===== src/rtl/branch_resolve_unit.sv =====
// In-order branch resolution: queues ID predictions, checks EX outcomes, issues flush/redirect and PHT training.
// Optional BRU_MISPREDICT_CNT_EN builds the saturating mispredict counter; otherwise mispredict_cnt is tied to 0.
module branch_resolve_unit #(
    parameter int DEPTH = 4,
    parameter int CNT_W = 16
) (
    input  logic             clk,
    input  logic             rst,
    input  logic             CE,
    input  logic             pred_valid,
    input  logic [31:0]      pred_pc,
    input  logic             pred_taken,
    input  logic [31:0]      pred_target,
    output logic             pred_ready,
    input  logic             res_valid,
    input  logic             res_taken,
    input  logic [31:0]      res_target,
    output logic             flush_signal,
    output logic [31:0]      redirect_pc,
    output logic             upd_valid,
    output logic [31:0]      upd_pc,
    output logic             upd_taken,
    output logic [CNT_W-1:0] mispredict_cnt,
    output logic             err_underflow
);
    localparam int PW = $clog2(DEPTH);

    typedef struct packed {
        logic [31:0] pc;
        logic        taken;
        logic [31:0] target;
    } entry_t;

    typedef enum logic {NORMAL, RECOVER} state_t;

    state_t      state_q, state_d;
    entry_t      mem_q [DEPTH];
    entry_t      mem_d [DEPTH];
    logic [PW-1:0] rd_ptr_q, rd_ptr_d, wr_ptr_q, wr_ptr_d;
    logic [PW:0]   count_q, count_d;
    logic        flush_q, flush_d;
    logic [31:0] redirect_q, redirect_d;
    logic        upd_valid_q, upd_valid_d;
    logic [31:0] upd_pc_q, upd_pc_d;
    logic        upd_taken_q, upd_taken_d;
    logic        err_q, err_d;

    entry_t head;
    logic   push, pop, mispredict;

    assign pred_ready = (state_q == NORMAL) && (count_q < (PW+1)'(DEPTH));

    always_comb begin
        head       = mem_q[rd_ptr_q];
        push       = pred_valid && pred_ready && CE;
        pop        = res_valid && CE && (count_q != '0);
        mispredict = pop && ((head.taken != res_taken) ||
                             (res_taken && (head.target != res_target)));

        state_d     = state_q;
        mem_d       = mem_q;
        rd_ptr_d    = rd_ptr_q;
        wr_ptr_d    = wr_ptr_q;
        count_d     = count_q;
        flush_d     = 1'b0;
        redirect_d  = redirect_q;
        upd_valid_d = 1'b0;
        upd_pc_d    = upd_pc_q;
        upd_taken_d = upd_taken_q;
        err_d       = err_q;

        // RECOVER always lasts exactly one enabled cycle; a mispredict re-enters it.
        if (CE)
            state_d = mispredict ? RECOVER : NORMAL;

        if (pop) begin
            upd_valid_d = 1'b1;
            upd_pc_d    = head.pc;
            upd_taken_d = res_taken;
        end

        if (mispredict) begin
            flush_d    = 1'b1;
            redirect_d = res_taken ? res_target : head.pc + 32'd4;
            rd_ptr_d   = '0;
            wr_ptr_d   = '0;
            count_d    = '0;
        end else begin
            if (push) begin
                mem_d[wr_ptr_q] = '{pc: pred_pc, taken: pred_taken, target: pred_target};
                wr_ptr_d        = wr_ptr_q + PW'(1);
            end
            if (pop)
                rd_ptr_d = rd_ptr_q + PW'(1);
            count_d = count_q + (PW+1)'(push) - (PW+1)'(pop);
        end

        if (res_valid && CE && (count_q == '0))
            err_d = 1'b1;
    end

    always_ff @(posedge clk or negedge rst) begin
        if (!rst) begin
            state_q     <= NORMAL;
            for (int i = 0; i < DEPTH; i++) mem_q[i] <= '0;
            rd_ptr_q    <= '0;
            wr_ptr_q    <= '0;
            count_q     <= '0;
            flush_q     <= 1'b0;
            redirect_q  <= '0;
            upd_valid_q <= 1'b0;
            upd_pc_q    <= '0;
            upd_taken_q <= 1'b0;
            err_q       <= 1'b0;
        end else begin
            state_q     <= state_d;
            mem_q       <= mem_d;
            rd_ptr_q    <= rd_ptr_d;
            wr_ptr_q    <= wr_ptr_d;
            count_q     <= count_d;
            flush_q     <= flush_d;
            redirect_q  <= redirect_d;
            upd_valid_q <= upd_valid_d;
            upd_pc_q    <= upd_pc_d;
            upd_taken_q <= upd_taken_d;
            err_q       <= err_d;
        end
    end

    assign flush_signal  = flush_q;
    assign redirect_pc   = redirect_q;
    assign upd_valid     = upd_valid_q;
    assign upd_pc        = upd_pc_q;
    assign upd_taken     = upd_taken_q;
    assign err_underflow = err_q;

`ifdef BRU_MISPREDICT_CNT_EN
    logic [CNT_W-1:0] cnt_q, cnt_d;

    always_comb begin
        cnt_d = cnt_q;
        if (mispredict && (cnt_q != {CNT_W{1'b1}}))
            cnt_d = cnt_q + CNT_W'(1);
    end

    always_ff @(posedge clk or negedge rst) begin
        if (!rst) cnt_q <= '0;
        else      cnt_q <= cnt_d;
    end

    assign mispredict_cnt = cnt_q;
`else
    assign mispredict_cnt = '0;
`endif

endmodule


===== config.mk =====
export PLATFORM = sky130hd
export DESIGN_NAME = branch_resolve_unit
export DESIGN_NICKNAME = d
export VERILOG_FILES = /design/src/rtl/branch_resolve_unit.sv
export SDC_FILE = /design/constraint.sdc
export NUM_CORES = 1
export LEC_CHECK = 0
export ABC_AREA = 1
export BUFFER_PORTS_ARGS = -buffer_cell sky130_fd_sc_hd__buf_2
export CAP_MARGIN = 5
export CORE_UTILIZATION = 35
export CTS_BUF_LIST = sky130_fd_sc_hd__clkbuf_8
export DETAILED_ROUTE_END_ITERATION = 6
export GPL_TIMING_DRIVEN = 0
export PLACE_DENSITY = 0.62
export RECOVER_POWER = 100
export SETUP_SLACK_MARGIN = 0.3
export SYNTH_ARGS = -nofsm -noshare
export SYNTH_HDL_FRONTEND = slang
export SYNTH_SLANG_ARGS = --single-unit

===== constraint.sdc =====
create_clock -name clk -period 2.5 [get_ports clk]
set_input_delay 0.625 -clock clk [delete_from_list [all_inputs] [get_ports clk]]
set_output_delay 0.625 -clock clk [all_outputs]
set_load 0.1 [all_outputs]

; Word-level counts from Yosys, hierarchy flattened
; Index checks and enable logic that the tools add are counted.
[word_totals]
regBits = 336
input_bits = 103
out_inout_bits = 85
wordCells = 66
[op_classes]
add_sub_neg = 5
magnitude_cmp = 4
eq_ne = 2
muxes = 14
bitwise_logic = 4
reduce_logical = 15
[ops]
columns = operator, count
row1 = $bwmux W260, 1
row2 = $mux W65, 3
row3 = $bmux W65 S2, 1
row4 = $demux W65 S2, 1
row5 = $add A32 B3 Y32 const B, 1
row6 = $mux W32, 1
row7 = $ne A32 B32 Y1, 1
row8 = $logic_and A1 B1 Y1, 9
row9 = $mux W2, 4
row10 = $ge A3 B3 Y1 const B, 2
row11 = $not A2 Y3, 2
row12 = $add A2 B1 Y2 const B, 2
row13 = $reduce_bool A2 Y1, 2
row14 = $add A3 B1 Y3, 1
row15 = $logic_not A3 Y1, 1
row16 = $lt A3 B1 Y1 const B, 1
row17 = $lt A3 B3 Y1 const B, 1
row18 = $mux W3, 1
row19 = $reduce_bool A3 Y1, 1
row20 = $sub A3 B1 Y3, 1
row21 = $mux W1, 2
row22 = $not A1 Y1, 2
row23 = $reduce_and A2 Y1, 1
row24 = $logic_or A1 B1 Y1, 1
row25 = $ne A1 B1 Y1, 1

; Longest topological paths before layout
[depth]
word_depth = 10
depth_mapped = 20
mapped_depth_nobuf = 16

; Worst setup path after synthesis
; No wires, ideal clock.
[synth_timing]
path_kind = flip-flop to flip-flop
start = register count_q[2]
end = register mem_q[132] in the netlist's numbering
setup_time_ps = 66
arrival_time_ps = 3185
required_time_ps = 2434
setup_slack_ps = -752
stages_incl_launch_ff = 9
path_buffers = 3
synth_period_minus_slack_ps = 3252
cell_sequence = dfrtp_1 nor2_1 nand3_1 inv_1 clkbuf_1 clkbuf_1 clkbuf_1 nand4_1 nand2_1
[synth_between]
elab_chain_len = 5
elab_cells_between_ends = 9
classes_between = order compare: 1 / bitwise: 1 / reduce/logical: 7
[synth_rtl]
columns = item, line
row1 = "start, declared", 40  ; logic [PW:0] count_q, count_d;
row2 = "start signal, assigned", 120  ; count_q <= count_d;
row3 = $lt A3 B3 Y1, 51  ; assign pred_ready = (state_q == NORMAL) && (count_q < (PW+1)'(DEPTH));
row4 = $logic_and A1 B1 Y1, 51
row5 = net pred_ready, 14  ; output logic pred_ready,
row6 = $logic_and A1 B1 Y1 (2 in series), 55  ; push = pred_valid && pred_ready && CE;
row7 = $reduce_and A2 Y1 (no line), --
row8 = "end signal, assigned", 117  ; mem_q <= mem_d;
row9 = "end, declared", 37  ; entry_t mem_q [DEPTH];
; The timed path passes the listed nets, and every way through them passes these cells.
; A chain may end at the register's enable or synchronous reset.

; Final worst setup path
[layout_timing]
start = register rd_ptr_q[1]
end = register mem_q[54] in the netlist's numbering
[layout_between]
elab_chain_len = 10
elab_cells_between_ends = 11
classes_between = eq/ne: 2 / mux: 3 / bitwise: 2 / reduce/logical: 4
[layout_rtl]
columns = item, line
row1 = "start, declared", 39  ; logic [PW-1:0] rd_ptr_q, rd_ptr_d, wr_ptr_q, wr_ptr_d;
row2 = "start signal, assigned", 118  ; rd_ptr_q <= rd_ptr_d;
row3 = $not A2 Y3 (not written as such) (*), 54  ; head = mem_q[rd_ptr_q];
row4 = $bmux W65 S2 (*), 54
row5 = $mux W65 (not written as such) (*) (2 in series), 54
row6 = $ne A32 B32 Y1, 58  ; (res_taken && (head.target != res_target)));
row7 = $logic_and A1 B1 Y1, 58
row8 = $logic_or A1 B1 Y1 (*), 57  ; mispredict = pop && ((head.taken != res_taken) ||
row9 = $logic_and A1 B1 Y1 (*), 57
row10 = $not A1 Y1 (no line) (*), --
row11 = $reduce_and A2 Y1 (no line) (*), --
; Every way passes the cells marked *; elsewhere a longest branch is shown, timed or not. The select of a mux whose other input is x is not followed.

==> impl_metrics.tcl <==
set metrics [dict create \
    holdPathStages 2 \
    whs_ns 0.197 \
    crit_required_ns 3.08 \
    core_sq_um 49100 \
    nets 2717 \
    synth.distinct_cells 37 \
    p_switching_mw 16.8 \
    grt_max_degree 123 \
    fin_skew_ns 0.0405 \
    leakagePower_nw 11.7 \
    irDropWorstVdd_v 0.000484 \
    start_util_pct 35.6 \
    rows 81 \
    drtAntennaViolNets 0 \
    rsz0062_at_grt "true" \
    yosysMostFrequentCell "nand2_1" \
    clock_sinks 336 \
    yosysTopAreaCell "dfrtp_1" \
    routabilityCongestion 0.955 \
    finalHoldViolCount 0 \
    cts_max_level 2 \
    drtPass1Iterations 5 \
    setup.worst_path.start "rd_ptr_q[1]$_DFFE_PN0P_" \
    postCtsHoldBufs 0 \
    worstSkewPairLatency_ns 0.68 \
    p_seq_share_pct 27.4 \
    netlist_area_sq_um 17500 \
    root_buffer "clkbuf_8" \
    overflow 0 \
    grt_pass1_vias 17200 \
    synthArstFlopShare_pct 100 \
    cts_buffers 57 \
    relSlewSlack_pct 2.40 \
    max_freq_mhz 343 \
    setup_viol 298 \
    power.density_nw_per_um2 1430 \
    synth_common_cells "nand2_1 (1,033), dfrtp_1 (336), nand4_1 (268)" \
    cts_tree "yes" \
    syn_area_per_cell_sq_um 7.67 \
    grt_pass1_wl_um 110000 \
    yosysSeqAreaShare_pct 48.2 \
    drive_gt1_share_pct 23.7 \
    crit_end "mem_q[54]$_DFFE_PN0P_" \
    synth_seq_cells 336 \
    dieArea_sq_um 50800 \
    fillers 4880 \
    clk_path_buf_depth 3 \
    netlist_top_cells_area "dfrtp_1 (48%), nand2_1 (22%), nand4_1 (9.6%)" \
    syn2layout_area_growth_pct 31.5 \
    total_power_mw 32.8 \
    critPathCaptureType "flop" \
    routedWlPerCell_um 22.6 \
    rr_endpoint "mem_q[54]$_DFFE_PN0P_" \
    die_w_um 225 \
    multi_input_area_sq_um 8450 \
    pin_count 188 \
    grt_util_all_layers_pct 29.1 \
    synth_edf_count 0 \
    final.min_clock_period_ns 2.91 \
    rrSetupSlack_ns -0.41 \
    syn_inst 2277 \
    p_sw_share_pct 51.3 \
    start_kind "flop" \
    critPathKind "flop to flop" \
    drv_cap 0 \
    worstMarginPinSlew_ns 1.46 \
    regArea_sq_um 8410 \
    drv_slew 0 \
    numPortBuffers 171 \
    yosys_warnings 0 \
    final.period_utilization_pct 117 \
    intPower_mw 16.0 \
    outcome "complete, but fails checks" \
    drt_wl_total_um 74900 \
    viasPerCell 5.50 \
    reg2reg_depth 18 \
    drt_iter0_markers 2221 \
    vias 18200 \
    path_max_fanout 10 \
    clkPwrFrac_pct 15.7 \
    hold_class "primary input to flop" \
    comb_power_share_pct 56.9 \
    synthFlopType "dfrtp_1" \
    dp_hpwl_um 50900 \
    clk_pin_slew_worst_paths_ns 0.06 \
    synth.top_cell.area_share_pct 48.2 \
    die_h_um 225 \
    final.setup.worst_slack_ns -0.413 \
    drc 0 \
    antenna_found_initial 9 \
    cp.arrival_ns 3.49 \
    violations "setup timing" \
    reg2reg_from "rd_ptr_q[1]$_DFFE_PN0P_" \
]
[how the worst min path moves through the flow]
stage | start | to
after CTS | rst | mem_q[75]$_DFFE_PN0P_
after global placement | err_underflow$_DFFE_PN0P_ | err_underflow$_DFFE_PN0P_
after detailed placement | err_underflow$_DFFE_PN0P_ | err_underflow$_DFFE_PN0P_
after global routing | CE | state_q$_DFFE_PN0P_
after floorplan | rst | count_q[0]$_DFF_PN0_
final | CE | state_q$_DFFE_PN0P_
[per-stage QoR]
step / area, sq um / std cells / TNS [ns] / utilization [%] / setup WS [ns]
after global placement: 19400 / 3127 / -2158.82 / 39.6 / -5.81
after detailed placement: 19500 / 3129 / -229.76 / 39.7 / -0.924
after floorplan: 17700 / 2292 / 0 / - / 0.184
final: 23000 / 3316 / -95.39 / 46.8 / -0.413
after global routing: 22900 / 3312 / -126.36 / 46.8 / -0.472
after CTS: 22400 / 3290 / -57.87 / 45.6 / -0.264
[critical path: stages (launching register included)]
cell and delay (ns):
dfrtp_1 0.39, buf_6 0.17, inv_4 0.11, buf_12 0.15, nand3_2 0.15, buf_4 0.17
nand3_1 0.07, nand2_1 0.06, nor2_2 0.09, nand2_2 0.11, nor2_4 0.14, nand3_4 0.12
o21bai_4 0.22, buf_6 0.14, buf_12 0.15, buf_12 0.17, buf_12 0.15, nand4_1 0.11
nand2_1 0.12
[flip-flops by register name (all words and copies together) (netlist names)]
name / count
rd_ptr_q: 2
err_underflow: 1
redirect_pc: 32
upd_valid: 1
count_q: 3
upd_taken: 1
flush_signal: 1
upd_pc: 32
mem_q: 260
wr_ptr_q: 2
state_q: 1
[power groups by stage]
stage	Clock [mW]	Combinational, mW	Sequential, mW
2_1_floorplan	0	7.34	11.9
3_3_place_gp	0	15.2	8.90
3_5_place_dp	0	15.4	8.96
4_1_cts	5.19	17.8	8.90
5_1_grt	5.41	19.7	9.21
6_report	5.16	18.7	8.99
[per-layer routing]
metal	part of all wire (%)	track usage (%)	vias to the layer above
met5	0.069	0	-
met4	4.8	14.2	8
met3	10	7.85	220
met2	44	44.2	980
met1	41	38.1	8819
li1	-	-	8198
[cell families (layout without fill, tap and decap cells)]
logic type      after synthesis  in the layout  synth area share (%)
compound gates               86             86                  2.65
other cells                   1             20                0.0215
fa+ha+maj                     8              8                 0.616
buf+inv                     237            593                  7.23
mux                           8              8                 0.459
flops                       336            336                  48.2
xor+xnor                     29             29                  1.45
simple gates               1572           1572                  39.4
[repair_timing]
item,CTS,global route
setup endpoints to repair,329,304
endpoints found under the hold margin,0,0
resized for setup,309,65
gates cloned,12,14
setup buffers,48,8
pin swaps,52,96
[cell type report]
class / count / share of cell area [%]
diodes: 4 / 0.0436
clock buffers: 71 / 4.26
well taps: 664 / 3.62
plain buffers: 193 / 8.22
inverters: 44 / 0.796
clock inverters: 30 / 0.796
multi-input cells: 1719 / 36.8
flip-flops and latches: 336 / 36.6
repair buffers: 255 / 8.82
[layout by cell type, fill, tap and decap left out, drive strengths merged, types with 2 or more instances in the layout]
cell / instances
a21oi: 6
a32o: 2
and2: 4
buf: 291
bufinv: 2
clkbuf: 226
clkinv: 8
clkinvlp: 2
conb: 16
dfrtp: 336
diode: 4
ha: 7
inv: 62
mux2i: 8
nand2: 1033
nand3: 170
nand3b: 13
nand4: 268
nor2: 76
nor3: 7
o21ai: 71
o21bai: 3
xnor2: 7
xor2: 22
(Power assumes the default switching activity.)
